### src/rtl/branch_lut.sv
// Writable branch-offset lookup table: self-initialises to DEFAULT_VAL after reset,
// then serves registered lookups with a bz/bnz/jump taken decision.
// Define BRANCH_LUT_BYPASS_EN for write-first forwarding on same-address collisions.
module branch_lut #(
  parameter int          ADDR_W      = 6,
  parameter int          VAL_W       = 8,
  parameter int unsigned DEFAULT_VAL = 1
) (
  input  logic              CLK,
  input  logic              Reset,
  output logic              init_busy,
  input  logic              wr_en,
  input  logic [ADDR_W-1:0] wr_addr,
  input  logic [VAL_W-1:0]  wr_data,
  input  logic              rd_en,
  input  logic [ADDR_W-1:0] rd_addr,
  input  logic [1:0]        br_kind,
  input  logic              zero_flag,
  output logic              rd_valid,
  output logic [VAL_W-1:0]  rd_val,
  output logic              taken
);

  localparam int DEPTH = 2**ADDR_W;

  typedef enum logic {S_INIT, S_READY} state_t;

  state_t            r_state, w_state_nxt;
  logic [ADDR_W:0]   r_cnt;
  logic [VAL_W-1:0]  r_mem [DEPTH];
  logic              r_rd_valid, r_taken;
  logic [VAL_W-1:0]  r_rd_val;

  logic              w_mem_we;
  logic [ADDR_W-1:0] w_mem_addr;
  logic [VAL_W-1:0]  w_mem_data;
  logic              w_rd_acc;
  logic [VAL_W-1:0]  w_rd_data;
  logic              w_taken;

  always_ff @(posedge CLK) begin
    if (Reset) r_state <= S_INIT;
    else       r_state <= w_state_nxt;
  end

  always_comb begin
    w_state_nxt = r_state;
    w_mem_we    = 1'b0;
    w_mem_addr  = wr_addr;
    w_mem_data  = wr_data;
    w_rd_acc    = 1'b0;
    case (r_state)
      S_INIT: begin
        w_mem_we   = 1'b1;
        w_mem_addr = r_cnt[ADDR_W-1:0];
        w_mem_data = VAL_W'(DEFAULT_VAL);
        if (r_cnt == (ADDR_W+1)'(DEPTH-1)) w_state_nxt = S_READY;
      end
      S_READY: begin
        w_mem_we = wr_en;
        w_rd_acc = rd_en;
      end
      default: w_state_nxt = S_INIT;
    endcase
    // Reset dominates: no table write or lookup is taken on a reset edge
    if (Reset) begin
      w_mem_we = 1'b0;
      w_rd_acc = 1'b0;
    end
  end

  always_ff @(posedge CLK) begin
    if (Reset)                r_cnt <= '0;
    else if (r_state == S_INIT) r_cnt <= r_cnt + 1'b1;
  end

  // Table storage is deliberately not reset; the INIT walk rewrites every entry
  always_ff @(posedge CLK) begin
    if (w_mem_we) r_mem[w_mem_addr] <= w_mem_data;
  end

`ifdef BRANCH_LUT_BYPASS_EN
  assign w_rd_data = (wr_en && (wr_addr == rd_addr)) ? wr_data : r_mem[rd_addr];
`else
  assign w_rd_data = r_mem[rd_addr];
`endif

  always_comb begin
    w_taken = 1'b0;
    case (br_kind)
      2'b01:   w_taken = zero_flag;
      2'b10:   w_taken = ~zero_flag;
      2'b11:   w_taken = 1'b1;
      default: w_taken = 1'b0;
    endcase
  end

  always_ff @(posedge CLK) begin
    if (Reset) begin
      r_rd_valid <= 1'b0;
      r_rd_val   <= '0;
      r_taken    <= 1'b0;
    end else begin
      r_rd_valid <= w_rd_acc;
      if (w_rd_acc) begin
        r_rd_val <= w_rd_data;
        r_taken  <= w_taken;
      end
    end
  end

  assign init_busy = (r_state == S_INIT);
  assign rd_valid  = r_rd_valid;
  assign rd_val    = r_rd_val;
  assign taken     = r_taken;

endmodule
### config.mk
export PLATFORM = sky130hd
export DESIGN_NAME = branch_lut
export DESIGN_NICKNAME = d
export VERILOG_FILES = /design/src/rtl/branch_lut.sv
export SDC_FILE = /design/constraint.sdc
export NUM_CORES = 1
export LEC_CHECK = 0
export ABC_AREA = 1
export BUFFER_PORTS_ARGS = -buffer_cell sky130_fd_sc_hd__buf_2
export CAP_MARGIN = 20
export CORE_UTILIZATION = 35
export CTS_CLUSTER_DIAMETER = 200
export DETAILED_ROUTE_END_ITERATION = 10
export SLEW_MARGIN = 20
export SYNTH_ARGS = -nofsm -noshare
export SYNTH_HDL_FRONTEND = slang
export SYNTH_SLANG_ARGS = --single-unit
export TNS_END_PERCENT = 5
### constraint.sdc
create_clock -name CLK -period 2.3 [get_ports CLK]
set_input_delay 0.23 -clock CLK [delete_from_list [all_inputs] [get_ports CLK]]
set_output_delay 0.23 -clock CLK [all_outputs]
set_load 0.005 [all_outputs]
==> results of run 1 <==
-- power groups by stage --
stage | Clock [mW] | Sequential [mW] | Combinational, mW
finish | 8.19 | 10.5 | 1.06
global route | 8.66 | 10.5 | 1.15
CTS | 8.34 | 10.5 | 1.05
detailed placement | 0 | 10.7 | 1.04
global placement | 0 | 10.7 | 1.04
floorplan | 0 | 10.7 | 0.661
-- cell usage after synthesis (2+ instances only) --
cell and number:
nand3_1 484, clkbuf_1 21, inv_2 6, nand4_1 3, nor3_2 2, nor4_2 6
nor2_2 4, nand3_2 6, nor2_1 66, buf_2 67, o21ai_0 5, edfxtp_1 512
a21oi_1 8, o21ai_2 3, dfxtp_1 18, nand2_1 598, buf_4 5, inv_1 21
nor3_1 5, or2_1 2, nor2_4 2, buf_1 18, buf_6 3
-- stage by stage --
stage / instance area (sq um) / hold WS, ns / cells
3_5_place_dp: 23620 / 0.4607 / 2753
4_1_cts: 25270 / 0.05228 / 2850
5_1_grt: 25270 / 0.1081 / 2850
2_1_floorplan: 21760 / 0.4096 / 1875
3_3_place_gp: 23620 / 0.4670 / 2753
6_report: 25270 / 0.09206 / 2850
-- per-layer routing --
layer,global-route usage [%],part of all wire [%],wire length (microns)
met5,0,0,0
met4,5.889,2.6,1526
met3,2.858,7.8,4533
met2,29.84,47,27370
met1,25.13,42,24610
-- flip-flops by register name (all words and copies together) (netlist names) --
register	flops
r_cnt	7
r_mem	512
r_state	1
rd_val	8
rd_valid	1
taken	1
-- layout by cell type (no fill, tap or decap), types with 2 or more instances in the layout --
master           n
clkinv_4         2
edfxtp_1       512
nor2_4           2
a21oi_1          8
inv_4            2
nor3_1           5
inv_2           12
nor4_2           6
o21ai_0          5
dfxtp_1         18
nand3_1        484
inv_1           13
nand2_1        598
buf_2           35
clkinv_2        11
nand4_1          3
nor3_2           2
clkinv_1         9
nand3_2          6
or2_1            2
o21ai_2          3
bufinv_16        3
nor2_1          64
buf_4           97
nor2_2           6
buf_12          22
clkbuf_1        13
clkbuf_16       54
dlygate4sd3_1    3
-- worst min path at each step --
| stage | end | cells after the start |
|---|---|---|
| 3_3_place_gp | rd_val[3] | 2 |
| 3_5_place_dp | rd_val[4] | 2 |
| 6_report | rd_val[0] | 5 |
| 5_1_grt | rd_val[1] | 5 |
| 4_1_cts | rd_val[0] | 5 |
| 2_1_floorplan | taken | 2 |
-- cell type report --
class | count | area [sq um] | area share [%]
Timing Repair Buffer | 158 | 1385 | 5.480
Inverter | 28 | 115.1 | 0.4555
Tap cell | 837 | 1047 | 4.144
Sequential cell | 530 | 15740 | 62.26
Clock buffer | 67 | 1400 | 5.540
Multi-Input combinational cell | 1203 | 5370 | 21.25
Clock inverter | 27 | 220.2 | 0.8713
-- repair_timing --
item,CTS,global route
resized for setup,0,2
hold buffers,3,0
hold endpoints to repair,5,0
endpoints found under the setup margin,0,16
-- cells by family (layout without fill, tap and decap cells) --
| group | count (synthesis) | after routing | share of synthesized area [%] |
|---|---|---|---|
| simple gates | 1183 | 1183 | 23.98 |
| flops | 530 | 530 | 72.31 |
| mux | 1 | 1 | 0.04600 |
| compound gates | 18 | 18 | 0.5693 |
| buf+inv | 142 | 280 | 3.036 |
| fa+ha+maj | 1 | 1 | 0.05749 |
-- critical path, delay by kind of cell, from the launching register on --
kind	cells	cell delay, ns
buffers and inverters	4	0.65
and+or+nand+nor	2	0.63
DFF	1	0.41
AOI/OAI and AO/OA	1	0.10
==> results.sh, run 1 <==
export IMPL_worst_slew_pin_slew_ns=0.7193
export IMPL_worstSetupStartpointType="flip-flop"
export IMPL_clk_latency_ns=0.60
export IMPL_cp_end_kind="flip-flop"
export IMPL_grtUsageTotal_pct=18.35
export IMPL_antenna_found_initial=1
export IMPL_viasPerCell=5.125
export IMPL_synth_cell_types=33
export IMPL_clkPwrFrac_pct=41.5
export IMPL_post_cts_buffers=0
export IMPL_crit_path_max_incr_delay_ns=0.47
export IMPL_status="finished clean"
export IMPL_period_minus_slack_ns=2.162
export IMPL_r2r_end="r_mem[22][5]"
export IMPL_drt_iter0_drc=1613
export IMPL_synthTopCellsByArea="edfxtp_1 (71%), nand3_1 (11%), nand2_1 (10%), dfxtp_1 (1.7%), buf_2 (1.5%)"
export IMPL_tns_ns=0
export IMPL_synth_async_reset_ratio_pct=0
export IMPL_fin_util_pct=41.03
export IMPL_swShare_pct=21.90
export IMPL_pwr_share_comb_pct=5.4
export IMPL_leakage_nw=9.286
export IMPL_clock_fmax_mhz=462.6
export IMPL_synthFlopType="edfxtp_1"
export IMPL_portBuffers=37
export IMPL_rsz0062_at_grt="no"
export IMPL_place_congestion=0.8576
export IMPL_worstHoldPathType="in -> reg"
export IMPL_hpwl_microns=34340
export IMPL_post_route_period_util_pct=93.99
export IMPL_nets=2001
export IMPL_critPathMostFrequentCell="buf_4"
export IMPL_drtPass1Iterations=7
export IMPL_slew_headroom_pct=51.87
export IMPL_cts_tree="done"
export IMPL_detail_route_wl_per_cell_microns=20.36
export IMPL_dp_slack_ns=0.1168
export IMPL_clk_path_buf_depth=3
export IMPL_r2r_setup_slack_ns=0.14
export IMPL_drv_cap=0
export IMPL_setup_viol=0
export IMPL_ys_ff_latch=530
export IMPL_clkTransAtPathRegs_ns=0.07
export IMPL_setup_ws_ns=0.1383
export IMPL_crit_required_ns=2.53
export IMPL_slowest_stage="nor2_1"
export IMPL_critPathKind="reg -> reg"
export IMPL_power_switching_mw=4.317
export IMPL_seqPwrFrac_pct=53.1
export IMPL_grt_max_degree=84
export IMPL_synth_fp_nets=1903
export IMPL_pin_count=38
export IMPL_drive_gt1_share_pct=13.56
export IMPL_route_detailed_drc=0
export IMPL_startpoint="r_state"
export IMPL_r2r_cells=7
export IMPL_pwr_density_cell_mw_per_mm2=780.0
export IMPL_cp_cell_sequence="buf_4, o21ai_2, inv_2, buf_4, nand4_1, buf_12, nor2_1"
export IMPL_cp_arrival_ns=2.39
export IMPL_intPower_mw=15.40
export IMPL_synth_area_sq_mm=0.02176
export IMPL_start_util_pct=35.33
export IMPL_finalHoldViolations=0
export IMPL_grt_pass1_wl_microns=87010
export IMPL_postRouteWirelength_microns=58040
export IMPL_hp_start="rd_addr[5]"
export IMPL_drv_slew=0
export IMPL_fillers=5821
export IMPL_grt_pass1_vias=14450
export IMPL_seq_area_frac_synth_pct=72.31
export IMPL_synthCells=1875
export IMPL_syn_to_final_growth_pct=16.14
export IMPL_antenna_cells=0
export IMPL_dieWidth_microns=251.3
export IMPL_grt_ovfl_total=0
export IMPL_cts_made_buffers=52
export IMPL_synth_top_area_share_pct=70.65
export IMPL_design_power_total_mw=19.71
export IMPL_r2r_start="r_state"
export IMPL_vias=14610
export IMPL_row_count=91
export IMPL_cts_root_buf="clkbuf_16"
export IMPL_ant_nets=0
export IMPL_max_vdd_ir_drop_uv=560.3
export IMPL_yosysWarningCount=0
export IMPL_htreeDepth=2
export IMPL_critPathCapture="r_mem[22][5]"
export IMPL_synth_top_area_cell="edfxtp_1"
export IMPL_clock_skew_ns=0.01343
export IMPL_core_area_sq_mm=0.06160
export IMPL_fp_dieH_microns=251.3
export IMPL_crit_path_max_fanout=8
export IMPL_syn_area_per_cell_sq_um=11.61
export IMPL_clock_sinks=530
export IMPL_synth_edf_count=512
export IMPL_die_area_sq_mm=0.06317
Note: power is estimated with default switching activity, not from simulation.
==> run 2: changes to the inputs <==
ABC_AREA = 0   (was 1)
GPL_TIMING_DRIVEN = 0   (was default)
==> run 2 against run 1 <==
Effect of this change: core utilization increased by 1.1 points; die area decreased by 3.1%; critical path type unchanged; clock skew increased by 0.0080 ns; non-clock buffer count decreased by 45; count of clock-buffer cells in the layout increased by 8; global-route usage increased by 0.064 points; highest routed layer unchanged; final cell count decreased by 26%; fmax decreased by 7.6%; the run now ends with design-rule violations, negative setup slack left.
==> results.sh, run 2 <==
export IMPL_status="complete, but fails checks"
export IMPL_violations="design-rule violations, negative setup slack"
export IMPL_wl_met2_microns=26440
export IMPL_grt_ovfl_total=0
export IMPL_clock_skew_ns=0.02138
export IMPL_largest_reg_flops=512
export IMPL_max_vdd_ir_drop_uv=560.8
export IMPL_start_util_pct=35.57
export IMPL_syn_area_per_cell_sq_um=17.81
export IMPL_whs_endpoint="rd_valid"
export IMPL_wl_met3_microns=4589
export IMPL_drive_gt1_share_pct=27.58
export IMPL_hpwl_microns=33940
export IMPL_clk_path_buf_depth=3
export IMPL_layout_common_cells="edfxtp_1 (512), mux2i_1 (127), a22oi_1 (62), nor2_4 (59), clkbuf_16 (55)"
export IMPL_antenna_cells=0
export IMPL_synth_cell_types=54
export IMPL_regMostFlops="r_mem"
export IMPL_finalHoldViolations=0
export IMPL_critPathKind="reg -> reg"
export IMPL_hp_start="Reset"
export IMPL_drt_iter0_drc=1385
export IMPL_r2r_setup_slack_ns=-0.04
export IMPL_setup_ws_ns=-0.03994
export IMPL_drtPass1Iterations=11
export IMPL_hold_depth=2
export IMPL_post_route_period_util_pct=101.7
export IMPL_die_area_sq_mm=0.06119
export IMPL_synthCells=1183
export IMPL_dieWidth_microns=247.4
export IMPL_fin_cells=2111
export IMPL_mostFrequentLayoutCell="edfxtp_1"
export IMPL_leakage_nw=8.512
export IMPL_r2r_cells=6
export IMPL_clkTransAtPathRegs_ns=0.06
export IMPL_cp_arrival_ns=2.85
export IMPL_clock_fmax_mhz=427.4
export IMPL_yosysMostFrequentCell="edfxtp_1"
export IMPL_pwr_share_comb_pct=4.5
export IMPL_grt_max_degree=65
export IMPL_nets=1320
export IMPL_synth_async_reset_ratio_pct=0
export IMPL_place_congestion=0.8539
export IMPL_seq_area_frac_synth_pct=74.67
export IMPL_top_layer="met4"
export IMPL_r2r_end="rd_val[3]"
export IMPL_synth_top_area_cell="edfxtp_1"
export IMPL_drv_slew=0
export IMPL_worstHoldPathType="in -> reg"
export IMPL_startpoint="r_state"
export IMPL_cts_tree="done"
export IMPL_grtUsageTotal_pct=18.41
export IMPL_syn_to_final_growth_pct=18.37
export IMPL_drt_met1_wl_microns=23620
export IMPL_r2r_start="r_state"
export IMPL_viasPerCell=5.541
export IMPL_cts_root_buf="clkbuf_16"
export IMPL_grt_pass1_wl_microns=80320
export IMPL_seqPwrFrac_pct=51.9
export IMPL_route_detailed_drc=3
export IMPL_synthFlopType="edfxtp_1"
export IMPL_fp_dieH_microns=247.4
export IMPL_setup_viol=1
export IMPL_yosysWarningCount=0
export IMPL_clk_latency_ns=0.62
export IMPL_synth_area_sq_mm=0.02107
export IMPL_antenna_found_initial=1
export IMPL_ant_nets=0
export IMPL_rsz0062_at_grt="yes"
export IMPL_htreeDepth=2
export IMPL_pwr_density_cell_mw_per_mm2=808.0
export IMPL_portBuffers=35
export IMPL_row_count=89
export IMPL_synth_common_cells="edfxtp_1 (512), mux2i_1 (128), nor2_1 (87)"
export IMPL_worst_slew_pin_slew_ns=1.136
export IMPL_crit_required_ns=2.81
export IMPL_core_area_sq_mm=0.05924
export IMPL_detail_route_wl_per_cell_microns=26.46
export IMPL_vias=11700
export IMPL_clkPwrFrac_pct=43.5
export IMPL_cp_end_kind="flip-flop"
export IMPL_pin_count=38
export IMPL_synth_fp_nets=1211
export IMPL_numPlacedInstances=1992
export IMPL_synth_top_area_share_pct=72.96
export IMPL_swShare_pct=21.25
export IMPL_crit_path_max_fanout=10
export IMPL_period_minus_slack_ns=2.340
export IMPL_intPower_mw=15.87
export IMPL_slew_headroom_pct=24.14
export IMPL_synthTopCellsByArea="edfxtp_1 (73%), mux2i_1 (6.1%), mux4_2 (4.2%), mux2_2 (2.6%), a22oi_1 (2.2%)"
export IMPL_drv_cap=0
export IMPL_synth_edf_count=512
export IMPL_clock_sinks=530
export IMPL_ys_ff_latch=530
export IMPL_power_switching_mw=4.283
export IMPL_hold_slack_ns=0.1353
export IMPL_grt_pass1_vias=11640
export IMPL_cts_made_buffers=54
export IMPL_postRouteWirelength_microns=55850
export IMPL_worstSetupStartpointType="flip-flop"
run 2: what timing repair did:
action	CTS	global route
hold buffers	1	0
pin swaps	19	9
setup buffers	8	3
setup endpoints to repair	1034	410
gates cloned	6	0
hold endpoints to repair	1	0
gates resized for setup	180	16
run 2: power groups by stage:
stage / Combinational (mW) / Sequential, mW / Clock, mW
floorplan: 0.524 / 10.7 / 0
global placement: 0.810 / 10.7 / 0
detailed placement: 0.815 / 10.7 / 0
CTS: 0.898 / 10.5 / 8.86
global route: 0.959 / 10.5 / 9.24
finish: 0.917 / 10.5 / 8.77
run 2: metrics by stage:
stage	power (mW)	TNS, ns	area, sq um	utilization [%]	setup slack [ns]
detailed placement	11.49	-928.17	22260	37.57	-1.290
global placement	11.48	-1016.95	22220	37.51	-1.462
finish	20.15	-0.03994	24940	42.11	-0.03994
floorplan	11.19	-8.666	21080	-	-0.03701
global route	20.66	-3.630	24940	42.11	-0.1173
CTS	20.22	-3.064	24860	41.96	-0.08707
run 2: area by class of cell:
class / count / area (sq um)
Multi-Input combinational cell: 590 / 5675
Tap cell: 773 / 967.2
Sequential cell: 530 / 15740
Buffer: 65 / 395.4
Inverter: 3 / 12.51
Clock inverter: 27 / 287.8
Timing Repair Buffer: 48 / 387.9
Clock buffer: 75 / 1481
Fill cell: 5179 / 34300
run 2: cells by family after synthesis:
kind of cell,count (synthesis),share of synthesized area (%)
flip-flops,530,74.67
adder cells (fa/ha/maj),1,0.05937
AND/OR/NAND/NOR,215,4.993
XOR/XNOR,4,0.1663
AO/OA/AOI/OAI,148,5.439
buffers and inverters,69,1.805
multiplexers,216,12.87
run 2: critical path: stages, from the launching register on:
cell	delay, ns
dfxtp_2	0.45
a21oi_2	0.20
clkbuf_1	0.30
a22o_1	0.32
a2111oi_1	0.57
and4b_1	0.30
o22ai_1	0.09
run 2: worst max-delay path by stage:
stage	to	slack, ns
4_1_cts	r_mem[11][1]	-0.09
3_5_place_dp	r_mem[8][5]	-1.29
3_3_place_gp	r_mem[11][0]	-1.46
6_report	rd_val[3]	-0.04
2_1_floorplan	r_mem[19][0]	-0.04
5_1_grt	r_mem[40][3]	-0.12
run 2: layer usage:
metal / track usage (%) / vias up
met5: 0 / -
met4: 4.619 / 0
met3: 3.741 / 87
met2: 29.47 / 503
met1: 25.63 / 6080
li1: - / 5027
